$ cat src/rtl/rf_wb_sched.sv
`default_nettype none
// ============================================================================
// Module      : rf_wb_sched
// Description : Writeback arbiter and pending-write scoreboard. Two writeback
//               requesters (ALU and load unit) share one register-file write
//               port under round-robin arbitration. A 32-entry busy vector
//               tracks outstanding writes and stalls issue on RAW/WAW hazards.
// Revision    : 1.0 - initial release
// ============================================================================
module rf_wb_sched (
    input  logic        clk,
    input  logic        rst,
    input  logic        iss_valid,
    input  logic [4:0]  iss_rd,
    input  logic [4:0]  iss_ra1,
    input  logic [4:0]  iss_ra2,
    output logic        iss_stall,
    input  logic        alu_valid,
    input  logic [4:0]  alu_wa,
    input  logic [31:0] alu_wd,
    output logic        alu_ready,
    input  logic        mem_valid,
    input  logic [4:0]  mem_wa,
    input  logic [31:0] mem_wd,
    output logic        mem_ready,
    output logic        rf_we,
    output logic [4:0]  rf_wa,
    output logic [31:0] rf_wd,
    output logic [31:0] busy
);

    localparam logic [4:0] C_X0 = 5'd0;

    logic        r_last_mem;   // 1: the load unit was granted most recently
    logic        r_we;
    logic [4:0]  r_wa;
    logic [31:0] r_wd;
    logic [31:0] r_busy;

    logic        w_alu_xfer;
    logic        w_mem_xfer;
    logic        w_xfer;
    logic [4:0]  w_xfer_wa;
    logic [31:0] w_xfer_wd;
    logic [31:0] w_eb;
    logic        w_issue;
    logic [31:0] w_busy_next;

    // A write landing while reset is high is suppressed so nothing in flight
    // reaches the register file.
    assign rf_we = r_we & ~rst;
    assign rf_wa = r_wa;
    assign rf_wd = r_wd;
    assign busy  = r_busy;

    // Round-robin grant: depends only on the valids and the pointer.
    always_comb begin
        alu_ready = 1'b0;
        mem_ready = 1'b0;
        if (!rst) begin
            alu_ready = alu_valid & (~mem_valid | r_last_mem);
            mem_ready = mem_valid & (~alu_valid | ~r_last_mem);
        end
    end

    assign w_alu_xfer = alu_valid & alu_ready;
    assign w_mem_xfer = mem_valid & mem_ready;
    assign w_xfer     = w_alu_xfer | w_mem_xfer;
    assign w_xfer_wa  = w_alu_xfer ? alu_wa : mem_wa;
    assign w_xfer_wd  = w_alu_xfer ? alu_wd : mem_wd;

    // Effective busy: a register being written this cycle is forwarded by the
    // register file, so it no longer blocks issue.
    always_comb begin
        w_eb = r_busy;
        if (rf_we) begin
            w_eb[rf_wa] = 1'b0;
        end
    end

    // Hazard check over both sources (RAW) and the destination (WAW).
    always_comb begin
        iss_stall = 1'b0;
        if (!rst && iss_valid) begin
            iss_stall = ((iss_ra1 != C_X0) && w_eb[iss_ra1]) ||
                        ((iss_ra2 != C_X0) && w_eb[iss_ra2]) ||
                        ((iss_rd  != C_X0) && w_eb[iss_rd]);
        end
    end

    assign w_issue = ~rst & iss_valid & ~iss_stall;

    // Scoreboard update: clear on writeback, then set on issue so set wins.
    always_comb begin
        w_busy_next = r_busy;
        if (rf_we) begin
            w_busy_next[rf_wa] = 1'b0;
        end
        if (w_issue && (iss_rd != C_X0)) begin
            w_busy_next[iss_rd] = 1'b1;
        end
        w_busy_next[0] = 1'b0;
    end

    // State registers: pointer, write-port pipeline stage and scoreboard.
    always_ff @(posedge clk) begin
        if (rst) begin
            r_last_mem <= 1'b1;
            r_we       <= 1'b0;
            r_wa       <= 5'd0;
            r_wd       <= 32'd0;
            r_busy     <= 32'd0;
        end else begin
            if (w_xfer) begin
                r_last_mem <= w_mem_xfer;
                r_wa       <= w_xfer_wa;
                r_wd       <= w_xfer_wd;
            end
            r_we   <= w_xfer && (w_xfer_wa != C_X0);
            r_busy <= w_busy_next;
        end
    end

endmodule
`default_nettype wire

$ cat config.mk
export PLATFORM = sky130hd
export DESIGN_NAME = rf_wb_sched
export DESIGN_NICKNAME = d
export VERILOG_FILES = /design/src/rtl/rf_wb_sched.sv
export SDC_FILE = /design/constraint.sdc
export NUM_CORES = 1
export LEC_CHECK = 0
export ABC_AREA = 1
export CORE_MARGIN = 5
export CORE_UTILIZATION = 46
export CTS_BUF_LIST = sky130_fd_sc_hd__clkbuf_16
export CTS_CLUSTER_DIAMETER = 60
export DETAILED_ROUTE_END_ITERATION = 12
export GPL_ROUTABILITY_DRIVEN = 1
export PLACE_DENSITY = 0.82
export SYNTH_ARGS = -nofsm -noshare
export SYNTH_HDL_FRONTEND = slang
export SYNTH_SLANG_ARGS = --single-unit
$ cat constraint.sdc
create_clock -name clk -period 3.6 [get_ports clk]
set_clock_uncertainty 0.1 [all_clocks]
set_input_delay 0.9 -clock clk [delete_from_list [all_inputs] [get_ports clk]]
set_output_delay 0.9 -clock clk [all_outputs]
set_load 0.005 [all_outputs]
==> results_dict.tcl <==
set metrics [dict create \
    outcome "finished clean" \
    p_per_area_mw_per_mm2 327 \
    hold_viol_final 0 \
    numCtsBuffers 9 \
    irDropWorstVdd_mv 0.258 \
    worst_slack_ns 0.0509 \
    route.detailed.drc 0 \
    grt-ovfl-total 0 \
    crit_buf_inv 3 \
    dp_slack_ns -0.458 \
    path_clk_slew_ns 0.06 \
    crit_path_end_kind "output pin" \
    syn_avg_cell_area_sq_um 6.67 \
    root_buffer "clkbuf_16" \
    ys_ff_latch 70 \
    cts_sinks 70 \
    syn_to_final_growth_pct 61.0 \
    synthCells 688 \
    grt_use_total 0.317 \
    r2r_setup_slack_ns 0.49 \
    gp_congestion 1.08 \
    nets 1026 \
    crit_path_start "rst" \
    endpoint "iss_stall" \
    cts_hold_buffers 0 \
    ys.flop_type "dfxtp_1" \
    synth_area_sq_mm 0.00459 \
    tightest_slew_ns 0.541 \
    slew_viol_final 0 \
    worstPathMaxFanout 4 \
    drv_cap 0 \
    synth_edf_count 0 \
    rr_startpoint "rf_wa[2]" \
    die_area_sq_mm 0.0121 \
    drtIter0Drc 658 \
    insertion_delay_ns 0.35 \
    max_stage_delay_ns 0.28 \
    fin_hold_ws_ns 0.380 \
    synth_top_area_share 0.305 \
    cp_slowest_cell "o21ai_4" \
    num_antenna_cells 0 \
    yosys_warnings 0 \
    stdcell_area_sq_mm 0.00739 \
    ant_nets 0 \
    path_cells "buf_6 -> buf_6 -> nor2_8 -> nand2_4 -> o21ai_4 -> and2_4 -> nor2_1 -> nand2_1 -> nand3_2 -> nand3_2 -> nand3_4 -> nor2_8 -> nor2_1 -> buf_2" \
    synth_cell_types 39 \
    crit_required_ns 2.60 \
    coreArea_sq_mm 0.00977 \
    vias 5802 \
    setup_viol_count_final 0 \
    synth_nets 782 \
    async_flop_share 0 \
    yosysTopAreaCell "dfxtp_1" \
    io_pins 167 \
    min_path_type "reg2reg" \
    grt_first_pass_wirelength_microns 29200 \
    post_dp_cell_area_sq_mm 0.00685 \
    rows 36 \
    die_x_microns 110 \
    r2r_end "busy[21]" \
    cp.depth 14 \
    fin_crit_sh 0.986 \
    path_class "in2out" \
    grt_max_degree 37 \
    period_minus_slack_ns 3.55 \
    synth_common_cells "nand2_1 (247), nand3_1 (95), dfxtp_1 (70)" \
    final_util 0.756 \
    wirelength_microns 19200 \
    p_leak_uw 0.00310 \
    cts_tree "done" \
    dr.pass1.iters 6 \
    crit_arrival_ns 2.55 \
    max_freq_mhz 282 \
    dpl.hpwl_microns 14600 \
    initial_core_util 0.470 \
    whs_path_depth 2 \
    h-tree-depth 3 \
    critical-path-top-delay-family "simple AND/OR/NAND/NOR gates" \
    fin_setup_tns_ns 0 \
    cts_buffer_depth 2 \
    yosys.cell_count.top_type "nand2_1" \
    yosys-top-cells-area "dfxtp_1 (31%), nand2_1 (20%), nand3_1 (10%)" \
    io_buffers 165 \
    wire_per_inst_microns 17.9 \
    max_slew_margin 0.639 \
    reg2regPathDepth 17 \
    antenna_found_initial 0 \
    drive_above_1_share 0.244 \
    die_y_microns 110 \
    seq_area_frac_synth 0.305 \
    grt_pass1_vias 5639 \
    setup.worst_path.start_class "input pin" \
    vias_per_cell 5.42 \
]
==> flip-flops by register name, indices dropped and copies added, names as in the netlist <==
signal / count
rf_wa: 5
r_we: 1
rf_wd: 32
busy: 31
r_last_mem: 1
==> cells by family after synthesis <==
group	share of synthesized area
AND/OR/NAND/NOR	0.483
AO/OA/AOI/OAI	0.122
buffers and inverters	0.0875
flip-flops	0.305
multiplexers	0.00218
other	0.000817
==> metrics by stage <==
stage          cells  total power [uW]
2_1_floorplan    688              1140
3_3_place_gp    1046              1410
3_5_place_dp    1046              1430
4_1_cts         1066              2400
5_1_grt         1070              2500
6_report        1070              2420
==> how the worst min path moves through the flow <==
stage	startpoint	slack, ns	to
final	rf_wd[28]	0.38	rf_wd[28]
after global routing	rf_wd[22]	0.40	rf_wd[22]
after CTS	rf_wd[28]	0.38	rf_wd[28]
after global placement	rf_wd[14]	0.36	rf_wd[14]
after floorplan	rf_wd[0]	0.37	rf_wd[0]
after detailed placement	rf_wd[28]	0.37	rf_wd[28]
==> layout by cell type (no fill, tap or decap), drive strengths merged, types with 2 or more instances in the layout <==
master	instances
o211ai	3
nand4	2
clkbuf	9
dfxtp	70
buf	99
nor2	70
nand2	255
nand3	128
and2	3
dlygate4sd2	8
a21oi	42
o21ai	15
a31oi	11
inv	47
clkdlybuf4s50	154
a21boi	4
bufinv	2
o22ai	2
nor3	4
clkinv	4
==> power breakdown <==
part,switching [uW],internal (uW)
sequential,33.9,819
clock,372,609
combinational,306,280
total,711,1710
==> repair_timing <==
item / CTS / global route
gates resized for setup: 28 / 28
buffers inserted: 5 / 4
endpoints found under the setup margin: 1 / 1
gates cloned: 0 / 0
pin swaps: 9 / 17
==> worst reg2reg max path, delay by kind of cell (launching register included) <==
family	cells	cell delay, ns
and+or+nand+nor	11	1.34
buffers and inverters	5	0.88
DFF	1	0.51
AOI/OAI and AO/OA	1	0.19
==> cell type report <==
cell class / count / area (sq um)
well taps: 133 / 166
clock buffers: 9 / 225
fillers: 733 / 2380
flip-flops and latches: 70 / 1400
clock inverters: 7 / 97.6
inverters: 47 / 185
multi-input cells: 542 / 2920
repair buffers: 262 / 2400
==> per-layer routing <==
layer / part of all wire / track usage / wire length, microns
met5: 0 / 0 / 0
met4: 0.040 / 0.128 / 767
met3: 0.11 / 0.0904 / 2020
met2: 0.47 / 0.522 / 9090
met1: 0.38 / 0.388 / 7300
No activity file was read; power rests on OpenSTA's default activity.
==> variant (same flow settings) <==
Make the reset (`rst`) asynchronous in one clocked block.
--- a/src/rtl/rf_wb_sched.sv
+++ b/src/rtl/rf_wb_sched.sv
@@ -105,3 +105,3 @@
     // State registers: pointer, write-port pipeline stage and scoreboard.
-    always_ff @(posedge clk) begin
+    always_ff @(posedge clk or posedge rst) begin
         if (rst) begin
Function: differs if rst is asserted again (counterexample within 4 cycles, from zero or initial values and one cycle with rst high); with rst held inactive, the same outputs for 4 cycles.
==> variant against the unedited design <==
- routed wire length up 7.2%
- synthesized cell count fell by 0.87%
- design area up 2.2%
- register-to-register slack better by 0.23 ns
- global-route usage up 1.4 points
- count of clock-buffer cells in the layout stayed put
- sequential cell count stayed put
- sequential power grew 24%
- non-clock buffer count decreased by 3
- clock power shrank 11%
- power rose by 27%
- worst setup slack gained 0.0055 ns
- area after synthesis increased by 2.2%
- final cell count is 0.65% lower
- critical path type unchanged
- largest power group is now combinational cells
==> variant: results (changes against the unedited design) <==
[status] outcome completed [unchanged]
[logic_synthesis] distinct cell type count of the synthesized netlist 36 [was 39]
[logic_synthesis] ys async rst share 100.0% [was 0%]
[pwr] Static Leakage 3.531 nW [was 3.101 nW]
[logic_synthesis] Post-Synthesis Net Count 776 [was 782]
[logic_synthesis] Syn Area/Cell 6.880 um^2 [was 6.671 um^2]
[route] First DRT Iteration DRCs 592 [was 658]
[logic_synthesis] cell types occupying the most area after synthesis dfrtp_1 37%, nand2_1 17%, nor2_1 8.0%, nand3_2 6.2%, nand3_1 5.2% [was dfxtp_1 31%, nand2_1 20%, nand3_1 10%, nand3_2 7.0%, a21oi_2 5.5%]
[logic_synthesis] sequential cell area fraction in the yosys report 37.36% [was 30.53%]
[pwr] total power divided by cell area 406.9 mW/mm^2 [was 327.3 mW/mm^2]
[worst_setup_path] Crit path arrival time 2.54 ns [was 2.55 ns]
[global_route] wire length of the first global-routing pass 32.36 mm [was 29.15 mm]
[placement] number of cells after detailed placement 1042 [was 1046]
[logic_synthesis] Synth Area in Compound Gates 13.33% [was 12.16%]
[cells_and_area] share of final-layout standard cells stronger than drive strength 1 21.51% [was 24.44%]
[placement] placed instance area 0.007068 mm^2 [was 0.006853 mm^2]
[logic_synthesis] top cells by count, synth 214 x nand2_1, 100 x nor2_1, 69 x dfrtp_1 [was 247 x nand2_1, 95 x nand3_1, 70 x dfxtp_1]
[cells_and_area] number of filler cells placed in the layout 717 [was 733]
[route] number of detailed-routing iterations run before antenna repair 5 [was 6]
[placement] routability-driven placement congestion ratio 0.9970 [was 1.078]
[cells_and_area] final cell count without fillers 1063 [was 1070]
[global_route] vias in the first global route 5982 [was 5639]
[route] mean number of vias per cell 5.535 [was 5.422]
[placement] Detail Placement HPWL 15.65 mm [was 14.60 mm]
[pwr] VDD IR max 0.0003573 V [was 0.0002579 V]
[global_route] total track usage 33.15% [was 31.70%]
[route] total wirelength of the detailed-routed design 20.57 mm [was 19.18 mm]
-- variant: cell types whose count changed after synthesis, moves of 4 or more --
cell     change
a21oi_1     +33
a21oi_2     -29
a31oi_1     -10
buf_6        -4
dfrtp_1     +69
dfxtp_1     -70
inv_1        +4
mux2i_1      +4
nand2_1     -33
nand3_1     -46
nor2_1      +36
o21ai_0     +33
o21ai_1      +6
-- variant: path summary, 6_finish.rpt --
check	startpoint	to	slack, ns	cells past startpoint
worst min-delay path	rf_wd[9]$_DFFE_PP0P_	rf_wd[9]$_DFFE_PP0P_	0.38	2
worst max-delay path	rst	iss_stall	0.06	15
max in group asynchronous	rst	rf_wd[0]$_DFFE_PP0P_	2.35	3
worst min register to register	rf_wd[9]$_DFFE_PP0P_	rf_wd[9]$_DFFE_PP0P_	0.38	2
min in group asynchronous	rst	busy[9]$_DFF_PP0_	0.62	3
worst max register to register	rf_wa[3]$_DFFE_PP0P_	busy[8]$_DFF_PP0_	0.72	15
-- variant: layer usage --
layer / wire (um) / global-route usage [%] / vias to the layer above
met4: 730 / 12.56 / 0
met3: 2212 / 10.37 / 67
li1: - / - / 2692
met1: 8071 / 42.55 / 2767
met2: 9558 / 52.31 / 358
met5: 0 / 0 / -
-- variant: worst max-delay path, cell delays in order --
cell and delay [ns]:
buf_8 0.11, buf_6 0.11, nor2_4 0.21, nand2_4 0.12, o21ai_4 0.25, nand2_1 0.08
nand2_1 0.09, o21bai_1 0.07, nand2_1 0.08, nor2_1 0.04, nand3_1 0.12, nand2_4 0.08
nor2_8 0.12, nor2_2 0.03, buf_2 0.12
-- variant: power by group --
part           internal (mW)  switching (mW)  leakage, nW
clock network          0.525           0.348        0.140
logic                  0.575           0.561         2.51
registers              0.927           0.135        0.878
-- variant: what timing repair did --
item                       in CTS  in global routing
setup endpoints to repair       3                  2
buffers inserted                4                  2
pin swaps                      16                 16
resized for setup              59                 12
-- variant: stage by stage --
| stage | power (mW) | TNS (ns) | setup slack [ns] |
|---|---|---|---|
| 6_report | 3.071 | 0 | 0.05641 |
| 2_1_floorplan | 1.471 | 0 | 0.08967 |
| 3_3_place_gp | 2.117 | -1.793 | -0.7607 |
| 5_1_grt | 3.213 | -0.01971 | -0.01971 |
| 4_1_cts | 3.053 | 0 | 0.00001665 |
| 3_5_place_dp | 2.140 | -4.466 | -0.7937 |
-- variant: final cells by class --
type | instances | share of cell area, %
repair buffers | 259 | 31.73
inverters | 50 | 2.586
well taps | 133 | 2.205
clock inverters | 6 | 0.7293
flip-flops and latches | 70 | 23.26
multi-input cells | 536 | 36.52
clock buffers | 9 | 2.984
